`src/rtl/register_file_2r1w_if.sv`:
```
// Bus bundle for the 2-read/1-write register file: read addresses/data, write port, debug counter and ack.
interface register_file_2r1w_if #(
  parameter int unsigned DATA_W = 32,
  parameter int unsigned ADDR_W = 5,
  parameter int unsigned CNT_W  = 16
);
  logic [ADDR_W-1:0] rd_addr1;
  logic [ADDR_W-1:0] rd_addr2;
  logic [DATA_W-1:0] rd_data1;
  logic [DATA_W-1:0] rd_data2;
  logic              wr_en;
  logic [ADDR_W-1:0] wr_addr;
  logic [DATA_W-1:0] wr_data;
  logic [CNT_W-1:0]  wr_count;
  logic              wr_ack;

  modport master (
    output rd_addr1, rd_addr2, wr_en, wr_addr, wr_data,
    input  rd_data1, rd_data2, wr_count, wr_ack
  );

  modport slave (
    input  rd_addr1, rd_addr2, wr_en, wr_addr, wr_data,
    output rd_data1, rd_data2, wr_count, wr_ack
  );
endinterface

```
`src/rtl/register_file_2r1w.sv`:
```
// 32 x DATA_W MIPS register file, two async reads, one sync write, r0 hard-wired to zero.
// Optional write-through forwarding on both read ports when RF_WRITE_BYPASS_EN is defined.
module register_file_2r1w #(
  parameter int unsigned DATA_W = 32,
  parameter int unsigned ADDR_W = 5,
  parameter int unsigned CNT_W  = 16
) (
  input  logic                 Clk,
  input  logic                 Rst_n,
  register_file_2r1w_if.slave  bus
);

  localparam int unsigned DEPTH = 2 ** ADDR_W;
`ifdef RF_WRITE_BYPASS_EN
  localparam bit BYPASS = 1'b1;
`else
  localparam bit BYPASS = 1'b0;
`endif

  logic [DATA_W-1:0] mem_q [DEPTH];
  logic [CNT_W-1:0]  wr_count_q, wr_count_d;
  logic              wr_ack_q, wr_ack_d;
  logic              commit_c;
  logic [DATA_W-1:0] rd_data1_c, rd_data2_c;

  // A write commits only when enabled and not aimed at r0; gating on wr_en keeps X addresses harmless.
  always_comb begin
    commit_c   = 1'b0;
    wr_count_d = wr_count_q;
    wr_ack_d   = 1'b0;
    if (bus.wr_en && (bus.wr_addr != '0)) begin
      commit_c   = 1'b1;
      wr_count_d = wr_count_q + CNT_W'(1);
      wr_ack_d   = 1'b1;
    end
  end

  always_ff @(posedge Clk or negedge Rst_n) begin
    if (!Rst_n) begin
      for (int i = 0; i < int'(DEPTH); i++) begin
        mem_q[i] <= '0;
      end
      wr_count_q <= '0;
      wr_ack_q   <= 1'b0;
    end else begin
      if (commit_c) begin
        mem_q[bus.wr_addr] <= bus.wr_data;
      end
      wr_count_q <= wr_count_d;
      wr_ack_q   <= wr_ack_d;
    end
  end

  // Read ports: r0 reads zero; forwarding takes the in-flight write data on an address match.
  always_comb begin
    rd_data1_c = '0;
    rd_data2_c = '0;
    if (bus.rd_addr1 != '0) begin
      rd_data1_c = mem_q[bus.rd_addr1];
      if (BYPASS && commit_c && (bus.rd_addr1 == bus.wr_addr)) begin
        rd_data1_c = bus.wr_data;
      end
    end
    if (bus.rd_addr2 != '0) begin
      rd_data2_c = mem_q[bus.rd_addr2];
      if (BYPASS && commit_c && (bus.rd_addr2 == bus.wr_addr)) begin
        rd_data2_c = bus.wr_data;
      end
    end
  end

  assign bus.rd_data1 = rd_data1_c;
  assign bus.rd_data2 = rd_data2_c;
  assign bus.wr_count = wr_count_q;
  assign bus.wr_ack   = wr_ack_q;

endmodule

```
`src/flat_wrapper.sv`:
```
// flat-port wrapper written by rule: the top's interface ports become plain ports
module register_file_2r1w_flat 
#(
  parameter int unsigned DATA_W = 32,
  parameter int unsigned ADDR_W = 5,
  parameter int unsigned CNT_W  = 16
)
  (Clk, Rst_n, bus_rd_addr1, bus_rd_addr2, bus_wr_en, bus_wr_addr, bus_wr_data, bus_rd_data1, bus_rd_data2, bus_wr_count, bus_wr_ack);
  register_file_2r1w_if #(.DATA_W(DATA_W), .ADDR_W(ADDR_W), .CNT_W(CNT_W)) bus_i ();
  input  logic Clk;
  input  logic Rst_n;
  input wire logic [$bits(bus_i.rd_addr1)-1:0] bus_rd_addr1;
  input wire logic [$bits(bus_i.rd_addr2)-1:0] bus_rd_addr2;
  input wire logic [$bits(bus_i.wr_en)-1:0] bus_wr_en;
  input wire logic [$bits(bus_i.wr_addr)-1:0] bus_wr_addr;
  input wire logic [$bits(bus_i.wr_data)-1:0] bus_wr_data;
  output wire logic [$bits(bus_i.rd_data1)-1:0] bus_rd_data1;
  output wire logic [$bits(bus_i.rd_data2)-1:0] bus_rd_data2;
  output wire logic [$bits(bus_i.wr_count)-1:0] bus_wr_count;
  output wire logic [$bits(bus_i.wr_ack)-1:0] bus_wr_ack;
  assign bus_i.rd_addr1 = bus_rd_addr1;
  assign bus_i.rd_addr2 = bus_rd_addr2;
  assign bus_i.wr_en = bus_wr_en;
  assign bus_i.wr_addr = bus_wr_addr;
  assign bus_i.wr_data = bus_wr_data;
  assign bus_rd_data1 = bus_i.rd_data1;
  assign bus_rd_data2 = bus_i.rd_data2;
  assign bus_wr_count = bus_i.wr_count;
  assign bus_wr_ack = bus_i.wr_ack;
  register_file_2r1w #(.DATA_W(DATA_W), .ADDR_W(ADDR_W), .CNT_W(CNT_W)) u_core (.Clk(Clk), .Rst_n(Rst_n), .bus(bus_i));
endmodule
```
`config.mk`:
```
export PLATFORM = sky130hd
export DESIGN_NAME = register_file_2r1w_flat
export DESIGN_NICKNAME = d
export VERILOG_FILES = /design/src/rtl/register_file_2r1w_if.sv /design/src/rtl/register_file_2r1w.sv /design/src/flat_wrapper.sv
export SDC_FILE = /design/constraint.sdc
export NUM_CORES = 2
export LEC_CHECK = 0
export CAP_MARGIN = 20
export CORE_MARGIN = 10
export CORE_UTILIZATION = 63
export DETAILED_ROUTE_END_ITERATION = 8
export GPL_TIMING_DRIVEN = 0
export PLACE_DENSITY = 0.82
export SETUP_SLACK_MARGIN = 0.15
export SKIP_LAST_GASP = 1
export SLEW_MARGIN = 25
export SYNTH_ARGS = -nofsm -noshare
export SYNTH_HDL_FRONTEND = slang
export SYNTH_SLANG_ARGS = --single-unit
```
`constraint.sdc`:
```
create_clock -name Clk -period 2.3 [get_ports Clk]
set_input_delay 0.46 -clock Clk [delete_from_list [all_inputs] [get_ports Clk]]
set_output_delay 0.46 -clock Clk [all_outputs]
set_load 0.02 [all_outputs]
```
==> impl_metrics.py <==
metrics = {
    "timing": {
        "setup_viol": 469,
        "fin_skew_ps": 4.46,
        "finalWorstSetupSlack_ps": -805,
        "finalCriticalPeriod_ps": 3100,
        "post-route-period-util": 1.35,
        "hold_viol": 0,
        "fmax_ghz": 0.322,
        "worstMarginPinSlew_ps": 1210,
        "rsz0062_at_grt": "true",
        "slew_violations": 0,
        "relSlewSlack": 0.193,
    },
    "critical_path": {
        "required_ps": 1840,
        "worst_path_most_repeated_cell": "buf_6",
        "r2r_start": "u_core.bus.wr_count[2]",
        "rrSetupSlack_ps": 680,
        "arrival_ps": 2640,
        "critPathBufInv": 4,
        "path_cells": "buf_8, buf_6, buf_6, mux4_2, a22oi_2, a311oi_2, buf_4",
        "critical_path_class": "in2out",
        "slowest_delay_ps": 540,
        "path_delay_family": "buffers and inverters",
        "r2r.worst_path.cells": 4,
        "endpoint_kind": "output pin",
        "worstPathMaxFanout": 10,
        "critPathLaunchType": "primary input",
        "r2r-end": "u_core.bus.wr_count[15]",
        "slowest_stage": "a22oi_2",
    },
    "detailed_routing": {
        "vias": 40800,
        "dr.pass1.iters": 6,
        "drt_wl_total_mm": 209,
        "wl_per_cell_um": 39.8,
        "drtIter0Drc": 6290,
        "drt.antenna.violating_nets": 0,
        "remaining_drc_errors": 0,
        "vias_per_cell": 7.77,
    },
    "synthesis": {
        "async_reset_ff_frac": 1.00,
        "synth_cells": 3682,
        "synthFlopType": "dfrtp_1",
        "synthDistinctLibCells": 50,
        "synth_edf_count": 0,
        "syn-cell-area_mm2": 0.0556,
        "syn_nets": 3733,
        "yosysSeqAreaShare": 0.469,
        "yosys_warnings": 0,
        "synth.avg_cell_area_um2": 15.1,
        "synth-seq-cells": 1041,
    },
    "power_and_ir_drop": {
        "p_sw_frac": 0.293,
        "p_int_uw": 40000,
        "power_density_mw_per_mm2": 853,
        "pwr-share-comb": 0.241,
        "total_power_uw": 56700,
        "power_leakage_uw": 0.0285,
        "peakVddDrop_mv": 0.650,
        "p_switching_uw": 16600,
        "seq_power_share": 0.434,
        "p_clk_frac": 0.325,
    },
    "global_route": {
        "grt_max_degree": 143,
        "grt_overflow": 0,
        "grt_pass1_wl_mm": 294,
        "antenna_found_initial": 8,
        "grt_pass1_vias": 41500,
        "grt_usage": 0.413,
    },
    "clock_network": {
        "cts_made_buffers": 110,
        "cts_tree": "built",
        "clk_pin_slew_ps": 60,
        "cts.sinks": 1041,
        "clk_latency_ps": 700,
        "cts_buffer_depth": 3,
        "root_buffer": "clkbuf_16",
        "htreeDepth": 3,
    },
    "floorplanning": {
        "core_area_mm2": 0.0872,
        "rows": 108,
        "start_util": 0.638,
        "die_area_mm2": 0.100,
        "io_pins": 131,
        "die_y_um": 317,
        "die_w_um": 317,
    },
    "placed_design": {
        "gp_congestion": 0.991,
        "port_buffers": 119,
        "dp_hpwl_mm": 136,
    },
    "run": {
        "maxCapViolCount": 0,
    },
    "hold_path": {
        "min_to": "u_core.bus.wr_count[0]",
        "min_path_cells": 3,
        "min_path_type": "in2reg",
        "min_from": "bus_wr_en",
    },
    "layout": {
        "nets": 4060,
        "fillCellCount": 5061,
        "postLayoutCoreUtil": 0.762,
        "drive_above_1_share": 0.588,
        "area_growth_pct": 19.5,
    },
    "status": {
        "status": "finished, violations left",
        "violations": "negative setup slack",
    },
}
-- metal layers --
metal	vias up	share of wire	wire, um	global-route usage
met1	21200	0.34	70800	0.504
met5	-	0.0016	329	0.00918
li1	14900	-	-	-
met4	12	0.072	15000	0.259
met2	3689	0.42	88600	0.575
met3	1031	0.16	34400	0.212
-- metrics by stage --
stage                     setup WS [ps]  cell area, um^2  setup TNS [ps]  hold slack [ps]  std cells
final                              -805            66400         -105120              255       5255
after CTS                          -621            65600          -32610            -49.4       5224
after detailed placement          -2300            59700         -768220              292       4967
after floorplan                    11.8            56800               0              164       3682
after global routing               -720            66400         -196610              268       5253
after global placement           -46520            59400               -              454       4956
-- kinds of logic (layout without fill, tap and decap cells) --
logic type,count (synthesis),in the layout,synth area share
muxes,1632,1632,0.421
DFF,1041,1041,0.469
buffers and inverters,435,850,0.0413
AOI/OAI and AO/OA,372,372,0.0482
and+or+nand+nor,186,186,0.0184
xor gates and xnor gates,15,15,0.00236
adders and majority gates,1,1,0.000225
other,0,3,0
-- what timing repair did --
item,in CTS,in global routing
gates resized for setup,802,96
hold endpoints to repair,58,102
buffers inserted,45,26
hold buffers,4,1
setup endpoints to repair,605,782
cloned,8,1
pin swaps,87,60
-- state kept, by name, summed over array words and instances, names as in the netlist --
| register | cells |
|---|---|
| u_core.bus.wr_ack | 1 |
| u_core.mem_q | 1024 |
| u_core.bus.wr_count | 16 |
-- worst reg2reg max path: stages (launching register included) --
cell and delay, ps:
dfrtp_1 420, and4_1 290, o2111a_1 280, or3b_1 380
xnor2_1 140
-- cells in the mapped netlist (49+ instances only) --
cell type	n	area share
mux2_2	995	0.20
mux2i_1	128	0.023
buf_2	151	0.014
a311oi_1	64	0.010
a211oi_1	64	0.0086
mux4_2	415	0.17
nor2b_1	70	0.0079
o21ai_1	51	0.0046
nand2_1	53	0.0036
clkbuf_1	191	0.013
mux2_1	61	0.012
dfrtp_1	1041	0.47
a22oi_1	64	0.0086
o21ai_0	62	0.0056
a221oi_1	49	0.0077
-- power groups by stage --
stage               Combinational (uW)  Sequential (uW)  Clock, uW
floorplan                         8710            23800          0
global placement                 11500            24500          0
detailed placement               12000            24600          0
CTS                              13000            24300      18400
global route                     14100            24900      19100
finish                           13600            24600      18400
-- worst max path at each step --
stage / from / end / slack, ps / depth (start not counted)
after global placement: Rst_n / u_core.mem_q[934] / -46520 / 1
after CTS: u_core.mem_q[53] / bus_rd_data1[21] / -620 / 4
after global routing: u_core.mem_q[21] / bus_rd_data1[21] / -720 / 4
after detailed placement: bus_rd_addr2[3] / bus_rd_data2[21] / -2300 / 6
final: bus_rd_addr1[2] / bus_rd_data1[21] / -800 / 7
after floorplan: bus_rd_addr2[2] / bus_rd_data2[14] / 10 / 7
-- area by class of cell --
type / count / area (um^2) / share of cell area
Clock buffer: 163 / 3310 / 0.0498
Timing Repair Buffer: 215 / 2310 / 0.0349
Clock inverter: 37 / 399 / 0.00601
Tap cell: 1155 / 1450 / 0.0218
Inverter: 4 / 15.0 / 0.000226
Sequential cell: 1041 / 26100 / 0.392
Antenna cell: 3 / 7.51 / 0.000113
Buffer: 431 / 3240 / 0.0489
Multi-Input combinational cell: 2206 / 29600 / 0.446
-- layout by cell type (no fill, tap or decap), drive strengths merged, types with 4 or more instances in the layout --
master and n:
nor2 26, dlygate4sd2 16, nand2 53, nor2b 71, clkdlybuf4s50 36, a311oi 64, xnor2 12, nand4 4
bufinv 8, clkinv 25, buf 384, o21ai 114, a211oi 64, a221oi 49, mux2 1056, clkbuf 370
a22oi 64, dfrtp 1041, inv 4, mux2i 128, o2111ai 16, mux4 448, nand2b 5, clkinvlp 4
No activity file was read; power rests on OpenSTA's default activity.
